===== src/rtl/seven_seg_pkg.sv =====
// Shared constants and types for the seven-segment capture block:
// hex glyph patterns (bit0=a .. bit6=g, bit7=dp) and the capture FSM states.
package seven_seg_pkg;

  localparam logic [7:0] GLYPH_0 = 8'h3F;
  localparam logic [7:0] GLYPH_1 = 8'h06;
  localparam logic [7:0] GLYPH_2 = 8'h5B;
  localparam logic [7:0] GLYPH_3 = 8'h4F;
  localparam logic [7:0] GLYPH_4 = 8'h66;
  localparam logic [7:0] GLYPH_5 = 8'h6D;
  localparam logic [7:0] GLYPH_6 = 8'h7D;
  localparam logic [7:0] GLYPH_7 = 8'h07;
  localparam logic [7:0] GLYPH_8 = 8'h7F;
  localparam logic [7:0] GLYPH_9 = 8'h6F;
  localparam logic [7:0] GLYPH_A = 8'h77;
  localparam logic [7:0] GLYPH_B = 8'h7C;
  localparam logic [7:0] GLYPH_C = 8'h39;
  localparam logic [7:0] GLYPH_D = 8'h5E;
  localparam logic [7:0] GLYPH_E = 8'h79;
  localparam logic [7:0] GLYPH_F = 8'h71;

  // Decimal point segment; any pattern with it lit is not a hex glyph.
  localparam int SEG_DP = 7;

  typedef enum logic [1:0] {
    SETTLE = 2'd0,
    EMIT   = 2'd1,
    HOLD   = 2'd2
  } cap_state_e;

endpackage


===== src/rtl/seven_seg_capture_if.sv =====
// Segment-bus monitor port plus decoded-value valid/ready handoff.
interface seven_seg_capture_if;

  logic [7:0] SevenSegDig1;
  logic [7:0] SevenSegDig2;
  logic       Ready;
  logic [7:0] Value;
  logic       ValueValid;
  logic       DecodeError;

  modport master (
    output SevenSegDig1,
    output SevenSegDig2,
    output Ready,
    input  Value,
    input  ValueValid,
    input  DecodeError
  );

  modport slave (
    input  SevenSegDig1,
    input  SevenSegDig2,
    input  Ready,
    output Value,
    output ValueValid,
    output DecodeError
  );

endinterface


===== src/rtl/seven_seg_to_hex.sv =====
// Combinational reverse glyph lookup: segment pattern to hex nibble.
// legal is low for any non-glyph pattern, including anything with dp lit.
module seven_seg_to_hex
  import seven_seg_pkg::*;
(
  input  logic [7:0] pattern,
  output logic [3:0] nibble,
  output logic       legal
);

  // Pattern decode; unmatched patterns fall through to illegal.
  always_comb begin
    nibble = 4'h0;
    legal  = 1'b0;
    if (pattern[SEG_DP]) begin
      nibble = 4'h0;
      legal  = 1'b0;
    end else begin
      legal = 1'b1;
      case (pattern)
        GLYPH_0: nibble = 4'h0;
        GLYPH_1: nibble = 4'h1;
        GLYPH_2: nibble = 4'h2;
        GLYPH_3: nibble = 4'h3;
        GLYPH_4: nibble = 4'h4;
        GLYPH_5: nibble = 4'h5;
        GLYPH_6: nibble = 4'h6;
        GLYPH_7: nibble = 4'h7;
        GLYPH_8: nibble = 4'h8;
        GLYPH_9: nibble = 4'h9;
        GLYPH_A: nibble = 4'hA;
        GLYPH_B: nibble = 4'hB;
        GLYPH_C: nibble = 4'hC;
        GLYPH_D: nibble = 4'hD;
        GLYPH_E: nibble = 4'hE;
        GLYPH_F: nibble = 4'hF;
        default: begin
          nibble = 4'h0;
          legal  = 1'b0;
        end
      endcase
    end
  end

endmodule


===== src/rtl/seven_seg_capture.sv =====
// Watches the two digit buses, waits for a stable pair, decodes it and
// reports each new stable value once (or flags it if it is not hex).
module seven_seg_capture
  import seven_seg_pkg::*;
#(
  parameter int STABLE_CYCLES = 4
) (
  input  logic                Clock,
  input  logic                Reset_n,
  seven_seg_capture_if.slave  cap
);

  localparam int CW = $clog2(STABLE_CYCLES + 1);
  localparam logic [CW-1:0] CNT_ZERO = CW'(0);
  localparam logic [CW-1:0] CNT_ONE  = CW'(1);
  localparam logic [CW-1:0] CNT_SAT  = CW'(STABLE_CYCLES);
  localparam logic [CW-1:0] CNT_THR  = CW'(STABLE_CYCLES - 1);

  cap_state_e    state_r, state_nxt_s;
  logic [15:0]   pair_s;
  logic [15:0]   sample_r;
  logic [15:0]   last_r;
  logic          last_valid_r;
  logic [CW-1:0] cnt_r, cnt_nxt_s;
  logic          same_s;
  logic          accept_s;
  logic [3:0]    nib_hi_s, nib_lo_s;
  logic          legal_hi_s, legal_lo_s;
  logic [7:0]    value_r;
  logic          valid_r, valid_nxt_s;
  logic          err_r, err_set_s;
  logic          load_value_s;
  logic          take_last_s;

  assign pair_s = {cap.SevenSegDig1, cap.SevenSegDig2};
  assign same_s = (pair_s == sample_r);

  seven_seg_to_hex u_dec_hi (
    .pattern (sample_r[15:8]),
    .nibble  (nib_hi_s),
    .legal   (legal_hi_s)
  );

  seven_seg_to_hex u_dec_lo (
    .pattern (sample_r[7:0]),
    .nibble  (nib_lo_s),
    .legal   (legal_lo_s)
  );

  // Stability count that the sample will hold after this edge.
  always_comb begin
    cnt_nxt_s = CNT_ZERO;
    if (!same_s) begin
      cnt_nxt_s = CNT_ZERO;
    end else if (cnt_r == CNT_SAT) begin
      cnt_nxt_s = cnt_r;
    end else begin
      cnt_nxt_s = cnt_r + CNT_ONE;
    end
  end

  // The edge that completes STABLE_CYCLES stable samples accepts a pair
  // that has not already been reported since reset.
  assign accept_s = same_s && (cnt_nxt_s >= CNT_THR) &&
                    (!last_valid_r || (sample_r != last_r));

  // Next-state and action decode for the capture FSM.
  always_comb begin
    state_nxt_s  = state_r;
    valid_nxt_s  = valid_r;
    load_value_s = 1'b0;
    err_set_s    = 1'b0;
    take_last_s  = 1'b0;
    case (state_r)
      SETTLE: begin
        if (accept_s) begin
          take_last_s = 1'b1;
          if (legal_hi_s && legal_lo_s) begin
            load_value_s = 1'b1;
            valid_nxt_s  = 1'b1;
            state_nxt_s  = EMIT;
          end else begin
            err_set_s   = 1'b1;
            state_nxt_s = HOLD;
          end
        end else begin
          state_nxt_s = SETTLE;
        end
      end
      EMIT: begin
        if (cap.Ready) begin
          valid_nxt_s = 1'b0;
          state_nxt_s = SETTLE;
        end else begin
          state_nxt_s = EMIT;
        end
      end
      HOLD: begin
        if (!same_s) begin
          state_nxt_s = SETTLE;
        end else begin
          state_nxt_s = HOLD;
        end
      end
      default: begin
        valid_nxt_s = 1'b0;
        state_nxt_s = SETTLE;
      end
    endcase
  end

  // FSM state register.
  always_ff @(posedge Clock or negedge Reset_n) begin
    if (!Reset_n) begin
      state_r <= SETTLE;
    end else begin
      state_r <= state_nxt_s;
    end
  end

  // Input sampling and stability counting run in every state.
  always_ff @(posedge Clock or negedge Reset_n) begin
    if (!Reset_n) begin
      sample_r <= 16'h0000;
      cnt_r    <= CNT_ZERO;
    end else begin
      sample_r <= pair_s;
      cnt_r    <= cnt_nxt_s;
    end
  end

  // Last-reported pair, so a held pair is never reported twice.
  always_ff @(posedge Clock or negedge Reset_n) begin
    if (!Reset_n) begin
      last_r       <= 16'h0000;
      last_valid_r <= 1'b0;
    end else if (take_last_s) begin
      last_r       <= sample_r;
      last_valid_r <= 1'b1;
    end else begin
      last_r       <= last_r;
      last_valid_r <= last_valid_r;
    end
  end

  // Output registers; Value only moves on a fresh legal acceptance.
  always_ff @(posedge Clock or negedge Reset_n) begin
    if (!Reset_n) begin
      value_r <= 8'h00;
      valid_r <= 1'b0;
      err_r   <= 1'b0;
    end else begin
      if (load_value_s) begin
        value_r <= {nib_hi_s, nib_lo_s};
      end else begin
        value_r <= value_r;
      end
      valid_r <= valid_nxt_s;
      err_r   <= err_set_s;
    end
  end

  assign cap.Value       = value_r;
  assign cap.ValueValid  = valid_r;
  assign cap.DecodeError = err_r;

endmodule


===== src/flat_wrapper.sv =====
// flat-port wrapper written by rule: the top's interface ports become plain ports
module seven_seg_capture_flat import seven_seg_pkg::*;
#(
  parameter int STABLE_CYCLES = 4
)
  (Clock, Reset_n, cap_SevenSegDig1, cap_SevenSegDig2, cap_Ready, cap_Value, cap_ValueValid, cap_DecodeError);
  seven_seg_capture_if cap_i ();
  input  logic Clock;
  input  logic Reset_n;
  input wire logic [$bits(cap_i.SevenSegDig1)-1:0] cap_SevenSegDig1;
  input wire logic [$bits(cap_i.SevenSegDig2)-1:0] cap_SevenSegDig2;
  input wire logic [$bits(cap_i.Ready)-1:0] cap_Ready;
  output wire logic [$bits(cap_i.Value)-1:0] cap_Value;
  output wire logic [$bits(cap_i.ValueValid)-1:0] cap_ValueValid;
  output wire logic [$bits(cap_i.DecodeError)-1:0] cap_DecodeError;
  assign cap_i.SevenSegDig1 = cap_SevenSegDig1;
  assign cap_i.SevenSegDig2 = cap_SevenSegDig2;
  assign cap_i.Ready = cap_Ready;
  assign cap_Value = cap_i.Value;
  assign cap_ValueValid = cap_i.ValueValid;
  assign cap_DecodeError = cap_i.DecodeError;
  seven_seg_capture #(.STABLE_CYCLES(STABLE_CYCLES)) u_core (.Clock(Clock), .Reset_n(Reset_n), .cap(cap_i));
endmodule

===== config.mk =====
export PLATFORM = sky130hd
export DESIGN_NAME = seven_seg_capture_flat
export DESIGN_NICKNAME = d
export VERILOG_FILES = /design/src/rtl/seven_seg_pkg.sv /design/src/rtl/seven_seg_capture_if.sv /design/src/rtl/seven_seg_to_hex.sv /design/src/rtl/seven_seg_capture.sv /design/src/flat_wrapper.sv
export SDC_FILE = /design/constraint.sdc
export NUM_CORES = 1
export LEC_CHECK = 0
export CORE_ASPECT_RATIO = 0.7
export CORE_UTILIZATION = 44
export CTS_CLUSTER_SIZE = 20
export DETAILED_ROUTE_END_ITERATION = 8
export SYNTH_ARGS = -nofsm -noshare
export SYNTH_HDL_FRONTEND = slang
export SYNTH_SLANG_ARGS = --single-unit

===== constraint.sdc =====
create_clock -name Clock -period 3.1 [get_ports Clock]
set_input_delay 0.62 -clock Clock [delete_from_list [all_inputs] [get_ports Clock]]
set_output_delay 0.62 -clock Clock [all_outputs]
set_load 0.02 [all_outputs]

# Word-level counts from Yosys, hierarchy flattened
# Cells that the tools add are included.
[word_totals]
input_bits = 19
ff_bits = 48
wordCells = 87
output_inout_bits = 10
[classes]
addsub = 1
n_mux = 27
eq_ne = 40
n_reduce_logical = 9
magnitude_cmp = 1
bitwise_logic = 1
[op_table]
columns = ["operator", "n"]
rows = [
  ["8-bit by 7-bit equality test with 1-bit output, second input constant", 24],
  ["4-bit case mux with 15 select lines", 2],
  ["8-bit by 3-bit equality test with 1-bit output, second input constant", 4],
  ["8-bit by 6-bit equality test with 1-bit output, second input constant", 4],
  ["16-bit OR reduction", 2],
  ["16-bit equality test", 1],
  ["1-bit 2-to-1 mux", 16],
  ["16-bit inequality test", 1],
  ["4-bit 2-to-1 mux", 2],
  ["2-bit 2-to-1 mux", 3],
  ["3-bit 2-to-1 mux", 2],
  ["2-bit case mux with 3 select lines", 1],
  ["2-bit by 1-bit inequality test with 1-bit output, second input constant", 2],
  ["4-bit AND reduction", 1],
  ["3-bit by 1-bit adder with 3-bit output, second input constant", 1],
  ["3-bit equality test, second input constant", 1],
  ["3-bit by 2-bit greater-or-equal comparator with 1-bit output, second input constant", 1],
  ["1-bit logical AND", 3],
  ["1-bit case mux with 3 select lines", 1],
  ["2-bit by 1-bit equality test with 1-bit output, second input constant", 1],
  ["2-bit equality test, second input constant", 1],
  ["2-bit logical NOT", 1],
  ["2-bit inequality test, second input constant", 1],
  ["1-bit logical NOT", 1],
  ["2 further kinds", 2],
]

# Longest topological paths before layout
# Gate-level depths: netlist of the first run.
[logic_depth]
word_depth = 8
mapped_depth = 8
ltp_nobuf = 8

# By module
# A second synthesis of the first run with hierarchy kept.
[hier_totals]
cells_unflattened = 248
area_unflattened_um2 = 2845.2
[modules_own_cells]
columns = ["mod", "n_inst", "area_each_um2", "seq_area_each_um2", "cells_per_inst"]
rows = [
  ["seven_seg_capture", 1, 2062.0, 1201.2, 148],
  ["seven_seg_to_hex", 2, 391.6, 0.0, 50],
]

# Worst setup path after synthesis of the first run
# OpenSTA, ideal clock, no wires.
[synth_timing]
path_kind = "input to register"
start = "input port cap_SevenSegDig1[1]"
end = "register u_core.last_r[10]"
setup_slack_ns = 0.515
n_path_buf = 1
arrival_time_ns = 2.460
required_ns = 2.975
path_stages = 6
setup_ns = 0.125
cell_sequence = "xor2_1 > nor4_2 > nand4_2 > a2111oi_4 > buf_4 > mux2_2"
[synth_via]
elab_chain_len = 7
[synth_lines]
columns = ["item", "line", "rtl"]
rows = [
  ["start, declared", "flat_wrapper.sv:10", "input wire logic [$bits(cap_i.SevenSegDig1)-1:0] cap_SevenSegDig1;"],
  ["16-bit equality test (*)", "seven_seg_capture.sv:36", "assign same_s = (pair_s == sample_r);"],
  ["3-bit 2-to-1 mux", "seven_seg_capture.sv:53", "if (!same_s) begin"],
  ["3-bit by 2-bit greater-or-equal comparator with 1-bit output", "seven_seg_capture.sv:64", "assign accept_s = same_s && (cnt_nxt_s >= CNT_THR) &&"],
  ["1-bit logical AND (*) (2 in series)", "seven_seg_capture.sv:64", ""],
  ["1-bit 2-to-1 mux (*)", "seven_seg_capture.sv:76", "if (accept_s) begin"],
  ["1-bit 2-to-1 mux (*)", "seven_seg_capture.sv:74", "case (state_r)"],
  ["end signal, assigned", "seven_seg_capture.sv:138", "last_r <= sample_r;"],
  ["end signal, assigned", "seven_seg_capture.sv:141", "last_r <= last_r;"],
  ["end, declared", "seven_seg_capture.sv:22", "logic [15:0] last_r;"],
]
# Mark *: on every way between the ends. The rest lies on a longest branch, timed or not.
# A chain may end at the register's enable or synchronous reset.

# Worst setup path after layout of the first run
[layout_timing]
start = "register u_core.sample_r[10]"
end = "register u_core.value_r[4], in the netlist u_core.cap.Value[4]"
[layout_via]
elab_chain_len = 8
elab_cells_between_ends = 32
cone_classes = "1 x order compare; 18 x eq/ne; 8 x mux; 5 x reduce/logical"
[layout_lines]
columns = ["item", "line", "rtl"]
rows = [
  ["start, declared", "seven_seg_capture.sv:21", "logic [15:0] sample_r;"],
  ["start signal, assigned", "seven_seg_capture.sv:127", "sample_r <= pair_s;"],
  ["8-bit by 7-bit equality test with 1-bit output (tied with other cells)", "seven_seg_to_hex.sv:20", "case (pattern)"],
  ["16-bit OR reduction (no source line)", "-", ""],
  ["1-bit 2-to-1 mux", "seven_seg_to_hex.sv:20", ""],
  ["1-bit 2-to-1 mux", "seven_seg_to_hex.sv:15", "if (pattern[SEG_DP]) begin"],
  ["1-bit logical AND", "seven_seg_capture.sv:78", "if (legal_hi_s && legal_lo_s) begin"],
  ["1-bit 2-to-1 mux", "seven_seg_capture.sv:78", ""],
  ["1-bit 2-to-1 mux", "seven_seg_capture.sv:76", ""],
  ["1-bit 2-to-1 mux", "seven_seg_capture.sv:74", ""],
  ["end signal, assigned", "seven_seg_capture.sv:154", "value_r <= {nib_hi_s, nib_lo_s};"],
  ["end signal, assigned", "seven_seg_capture.sv:156", "value_r <= value_r;"],
  ["end, declared", "seven_seg_capture.sv:29", "logic [7:0] value_r;"],
]
# Parallel ways exist; a longest one is shown, timed or not.

==> results of run 1 <==
==> path summary, 6_finish.rpt <==
path                                  startpoint                     to  cells past startpoint
min                                      Reset_n    u_core.cap.Value[4]                      1
max                          u_core.sample_r[10]    u_core.cap.Value[4]                      6
min in group Clock         u_core.cap.ValueValid  u_core.cap.ValueValid                      2
min reg2reg                u_core.cap.ValueValid  u_core.cap.ValueValid                      2
max in group asynchronous                Reset_n    u_core.sample_r[15]                      2
max reg2reg                  u_core.sample_r[10]    u_core.cap.Value[4]                      6
==> power breakdown <==
part	total (µW)	internal (µW)	switching (µW)
Clock	377	182	194
Sequential	671	636	35.2
Combinational	133	66.1	66.5
==> critical path, delay by kind of cell (launching register included) <==
family	cells	cell delay, ps
DFF	1	550
muxes	1	330
AOI/OAI and AO/OA	3	990
and+or+nand+nor	2	720
==> synthesized netlist by cell type (all sizes together), types with 3 or more instances <==
| cell | instances |
|---|---|
| dfrtp | 48 |
| mux2 | 22 |
| xor2 | 21 |
| xnor2 | 15 |
| buf | 13 |
| nand2 | 13 |
| nor2 | 12 |
| clkbuf | 10 |
| nand3b | 10 |
| a21oi | 9 |
| inv | 8 |
| nand2b | 8 |
| nand3 | 7 |
| nand4 | 6 |
| nor4 | 6 |
| nor3 | 5 |
| mux2i | 4 |
| o211ai | 4 |
| or3b | 4 |
| a2111oi | 3 |
| a31oi | 3 |
| nor4b | 3 |
| o21ai | 3 |
==> per-layer routing <==
layer  track usage  part of all wire  vias to the layer above
li1              -                 -                     1026
met1         0.290              0.53                     1030
met2         0.259              0.41                       66
met3        0.0393             0.050                        7
met4        0.0531             0.010                        0
met5             0                 0                        -
==> cell type report <==
| cell class | instances | area [µm²] |
|---|---|---|
| clock buffers | 8 | 90.1 |
| fillers | 554 | 2960 |
| inverters | 8 | 30.0 |
| multi-input cells | 194 | 1530 |
| flip-flops and latches | 48 | 1200 |
| well taps | 78 | 97.6 |
| repair buffers | 40 | 365 |
==> cells in the final DEF (no fill, tap or decap), drive strengths merged, types with 7 or more instances in the layout <==
cell type	synthesis	layout
a21oi	9	9
dfrtp	48	48
clkdlybuf4s50	0	27
nand2	13	13
mux2	22	22
xor2	21	21
xnor2	15	15
buf	13	13
nand2b	8	8
inv	8	8
nor2	12	12
clkbuf	10	8
nand3b	10	10
nand3	7	7
==> cell families after synthesis <==
| family | synth area share |
|---|---|
| AO/OA/AOI/OAI | 0.104 |
| XOR/XNOR | 0.109 |
| adder cells (fa/ha/maj) | 0.00869 |
| buffers and inverters | 0.0508 |
| flip-flops | 0.417 |
| multiplexers | 0.0999 |
| AND/OR/NAND/NOR | 0.210 |
==> stage by stage <==
step | std cells | hold WS (ps) | utilization
2_1_floorplan | 273 | 324 | -
3_3_place_gp | 368 | 469 | 0.514
3_5_place_dp | 368 | 472 | 0.514
4_1_cts | 376 | 349 | 0.529
5_1_grt | 376 | 371 | 0.529
6_report | 376 | 334 | 0.529
==> sequential cells by signal, summed over array words and instances, names as in the netlist <==
register,cells
u_core.cap.Value,8
u_core.sample_r,16
u_core.state_r,2
u_core.last_r,16
u_core.last_valid_r,1
u_core.cnt_r,3
u_core.cap.ValueValid,1
u_core.cap.DecodeError,1
==> metrics.csv, run 1 <==
stage;metric;value;unit
synthesis;synth_top_area_share;0.417;
status;status;complete, no violations;
setup_path;crit_path_max_incr_delay;550;ps
cts;clk_pin_slew;80;ps
setup_path;worstSetupPathType;register to register;
global_route;antenna_found_initial;0;
setup_path;cp_max_fo;13;
cts;clkLatencyLatePin;290;ps
setup_path;worst_path_max_delay_cell;dfrtp_1;
route;drtAntennaViolNets;0;
power;cellPowerDensity;356;nW/µm²
global_route;grt_pass1_vias;2008;
route;viasPerCell;5.66;
placement;preCtsSetupSlack;150;ps
cells_and_area;area_growth;15.2;%
cts;cts_resized;0;
floorplan;pin_count;29;
setup_path;cp_cell_sequence;or3b_1, a2111oi_2, a31oi_1, a311oi_2, nand3_4, mux2_2;
synthesis;synth_nets;294;
cells_and_area;fin_nets;318;
setup_path;critPathArrivalTime;2900;ps
floorplan;dieArea;6880;µm²
synthesis;asyncSetResetFlopFracSynth;1.00;
timing;period_minus_slack;2720;ps
floorplan;rows;24;
power;ir_drop;0.167;mV
timing;worst_slack;383;ps
cts;cts_setup_buffers;0;
timing;skew;3.94;ps
placement;gp_congestion;0.785;
global_route;grt_use_total;0.187;
cts;cts_sinks;48;
timing;max_freq;368;MHz
synthesis;synthTopCellsByArea;dfrtp_1, mux2_2, xor2_1;
power;total_power;1180;µW
cts;cts_inserted_buffers;5;
global_route;grt_first_pass_wirelength;9930;µm
worst_hold_path;hp-class;input pin to async pin;
cells_and_area;layout-drive-gt1-share;0.188;
placement;post_dp_cell_area;3230;µm²
synthesis;synth-edff-count;0;
timing;setup_violations;0;
timing;final_max_slew_viol_count;0;
floorplan;dieWidth;98.7;µm
placement;portBuffers;28;
cts;clockBufferDepth;2;
synthesis;ys_seq_area_frac;0.417;
floorplan;die_h;69.7;µm
cells_and_area;final_area;3320;µm²
timing;tns;0;ps
timing;hold_viol;0;
cts;cts_tree;done;
route;routed_wl;5890;µm
route;num_vias;2129;
synthesis;syn_area;2880;µm²
floorplan;start_util;0.459;
global_route;grt_max_degree;28;
flow_run;cap_violations;0;
setup_path;required;3280;ps
route;drc;0;
synthesis;syn_avg_cell_area;10.6;µm²
cts;cts_hold_buf;0;
cts;cts_root_buf;clkbuf_8;
floorplan;placeableCoreArea;6280;µm²
synthesis;netlist_instances;273;
synthesis;synth_cell_types;59;
setup_path;end_kind;register;
synthesis;yosys_most_used_dff;dfrtp_1;
power;leakage;0.00139;µW
synthesis;synth_seq_cells;48;
route;wl_per_cell;15.7;µm
route;detail_route.first_pass.iterations;4;
cells_and_area;diodes;0;
setup_path;start_kind;register;
synthesis;yosys.area.top_type;dfrtp_1;
global_route;grt-ovfl-total;0;
timing;min_period_over_period;0.876;
setup_path;rrSetupSlack;380;ps
route;drtIter0Drc;166;
synthesis;synth.yosys.warnings;0;
cts;h-tree-depth;2;
placement;dp_hpwl;4370;µm
timing;grt_setup_unrepaired;no;
timing;maxSlewHeadroom;0.568;
timing;worst_pin_slew;631;ps
Power figures use the tool's default switching activity.
==> run 2, diff against run 1 <==
--- a/config.mk
+++ b/config.mk
@@ -7,7 +7,7 @@
 export LEC_CHECK = 0
 export CORE_ASPECT_RATIO = 0.7
 export CORE_UTILIZATION = 44
-export CTS_CLUSTER_SIZE = 20
+export CTS_CLUSTER_SIZE = 16
 export DETAILED_ROUTE_END_ITERATION = 8
 export SYNTH_ARGS = -nofsm -noshare
 export SYNTH_HDL_FRONTEND = slang
==> results of run 2 <==
Final layout, timing and power as in run 1 (identical DEF).
==> run 3, diff against run 2 <==
--- a/config.mk
+++ b/config.mk
@@ -6,9 +6,10 @@
 export NUM_CORES = 1
 export LEC_CHECK = 0
 export CORE_ASPECT_RATIO = 0.7
-export CORE_UTILIZATION = 44
+export CORE_UTILIZATION = 54
 export CTS_CLUSTER_SIZE = 16
 export DETAILED_ROUTE_END_ITERATION = 8
+export PLACE_DENSITY = 0.76
 export SYNTH_ARGS = -nofsm -noshare
 export SYNTH_HDL_FRONTEND = slang
 export SYNTH_SLANG_ARGS = --single-unit
==> run 3 against run 2 <==
Power grew 5.1%. Clock skew grew 4.6 ps. Largest cell class unchanged. Via count grew 0.14%. Final cell count shrank 3.2%. Flip-flop and latch count is the same. Fmax shrank 1.5%. Highest routed layer unchanged. Setup slack lost 42 ps. Global-route usage grew 5.1 points. Die area shrank 18%. First-iteration DRC count shrank 7.8%. Non-clock buffer count shrank 3.
==> metrics.csv, run 3 (synthesized netlist as in run 1, its figures left out) <==
stage;metric;value;unit
status;status;complete, no violations;
cells_and_area;seqCellArea;1200;µm²
global_route;grt_pass1_vias;2051;
cts;clkLatencyLatePin;300;ps
timing;tns;0;ps
flow_run;cap_violations;0;
power;p_switching;302;µW
setup_path;critPathArrivalTime;2940;ps
route;viasPerCell;5.86;
timing;min_period_over_period;0.890;
power;seqPwrFrac;0.543;
power;ir_drop;0.249;mV
cells_and_area;diodes;0;
cts;cts_sinks;48;
timing;worst_pin_slew;1040;ps
global_route;grt-ovfl-total;0;
cts;cts_setup_buffers;0;
timing;grt_setup_unrepaired;no;
floorplan;placeableCoreArea;4940;µm²
worst_hold_path;hp-class;register to register;
cells_and_area;area_growth;14.6;%
setup_path;required;3280;ps
timing;maxSlewHeadroom;0.308;
power;p_int;938;µW
cells_and_area;layout_common_cells;dfrtp_1, clkdlybuf4s50_1, mux2_2, xor2_1, xnor2_1;
power;p_comb_frac;0.101;
placement;gp_congestion;0.875;
cts;cts_hold_buf;0;
route;wl_per_cell;15.7;µm
floorplan;dieWidth;89.3;µm
setup_path;worst_path_max_delay_cell;dfrtp_1;
timing;max_freq;363;MHz
route;drtIter0Drc;153;
cts;cts_tree;done;
cells_and_area;fillers;388;
setup_path;crit_buf_inv;0;
route;routed_wl;5730;µm
route;drtAntennaViolNets;0;
cells_and_area;layout-drive-gt1-share;0.183;
setup_path;worstSetupPathType;register to register;
global_route;grt_first_pass_wirelength;10200;µm
cells_and_area;final_common_cell;dfrtp_1;
power;p_clk_frac;0.356;
route;detail_route.first_pass.iterations;4;
floorplan;start_util;0.583;
floorplan;dieArea;5630;µm²
timing;skew;8.57;ps
timing;setup_violations;0;
power;cellPowerDensity;376;nW/µm²
cts;cts_inserted_buffers;5;
cts;cts_resized;0;
cts;h-tree-depth;2;
power;swShare;0.244;
timing;final_max_slew_viol_count;0;
global_route;grt_max_degree;49;
floorplan;pin_count;29;
global_route;antenna_found_initial;0;
cells_and_area;fin_nets;315;
route;drc;0;
setup_path;cp_max_fo;13;
floorplan;rows;21;
setup_path;crit_family;compound AO/OA/AOI/OAI gates;
cells_and_area;multi_input_area;1530;µm²
timing;period_minus_slack;2760;ps
cts;clockBufferDepth;2;
route;num_vias;2132;
cts;clk_pin_slew;80;ps
placement;portBuffers;28;
setup_path;start_kind;register;
cts;cts_root_buf;clkbuf_8;
power;leakage;0.00139;µW
placement;dp_hpwl;4150;µm
cells_and_area;post-route-util;0.668;
setup_path;cp_cell_sequence;or3b_1, a2111oi_2, a31oi_1, a311oi_2, nand3_4, mux2_2;
timing;hold_viol;0;
setup_path;crit_path_max_incr_delay;560;ps
setup_path;end_kind;register;
floorplan;die_h;63.1;µm
global_route;grt_use_total;0.238;
==> run 3: power by group through the flow <==
stage               Clock (µW)  Sequential [µW]  Combinational (µW)
global placement             0              685                 124
detailed placement           0              685                 126
global route               482              678                 139
CTS                        452              673                 126
finish                     442              673                 125
floorplan                    0              654                 102
==> run 3: layout make-up <==
class,instances,share of cell area
multi-input cells,194,0.464
flip-flops and latches,48,0.364
repair buffers,37,0.104
well taps,69,0.0262
clock buffers,6,0.0220
clock inverters,2,0.0106
inverters,8,0.00910
==> run 3: worst reg2reg max path, delay by kind of cell, from the launching register on <==
kind            cells  cell delay [ps]
compound gates      3             1010
simple gates        2              730
flops               1              560
mux                 1              340
==> run 3: metal layers <==
layer | share of wire | wire [µm] | up-vias | global-route usage
li1 | - | - | 1021 | -
met4 | 0.0077 | 44 | 0 | 0.0536
met3 | 0.058 | 333 | 5 | 0.0459
met5 | 0 | 0 | - | 0
met1 | 0.49 | 2810 | 1045 | 0.377
met2 | 0.44 | 2540 | 61 | 0.331
==> run 3: metrics by stage <==
stage / total power, µW / worst slack [ps] / std cells / instance area [µm²] / hold WS, ps
global placement: 809 / 197 / 356 / 3190 / 463
global route: 1300 / 143 / 364 / 3300 / 502
detailed placement: 811 / 132 / 356 / 3190 / 466
CTS: 1250 / 348 / 364 / 3300 / 487
finish: 1240 / 342 / 364 / 3300 / 483
floorplan: 756 / 515 / 273 / 2880 / 324
==> run 3: final timing paths <==
check,start,to,slack [ps],depth (start not counted)
worst max register to register,u_core.sample_r[10],u_core.cap.Value[6],340,6
worst min register to register,u_core.cap.ValueValid,u_core.cap.ValueValid,480,2
max in group asynchronous,Reset_n,u_core.last_r[10],1950,1
worst max-delay path,u_core.sample_r[10],u_core.cap.Value[6],340,6
worst min-delay path,u_core.cap.ValueValid,u_core.cap.ValueValid,480,2
min in group asynchronous,Reset_n,u_core.state_r[1],500,1
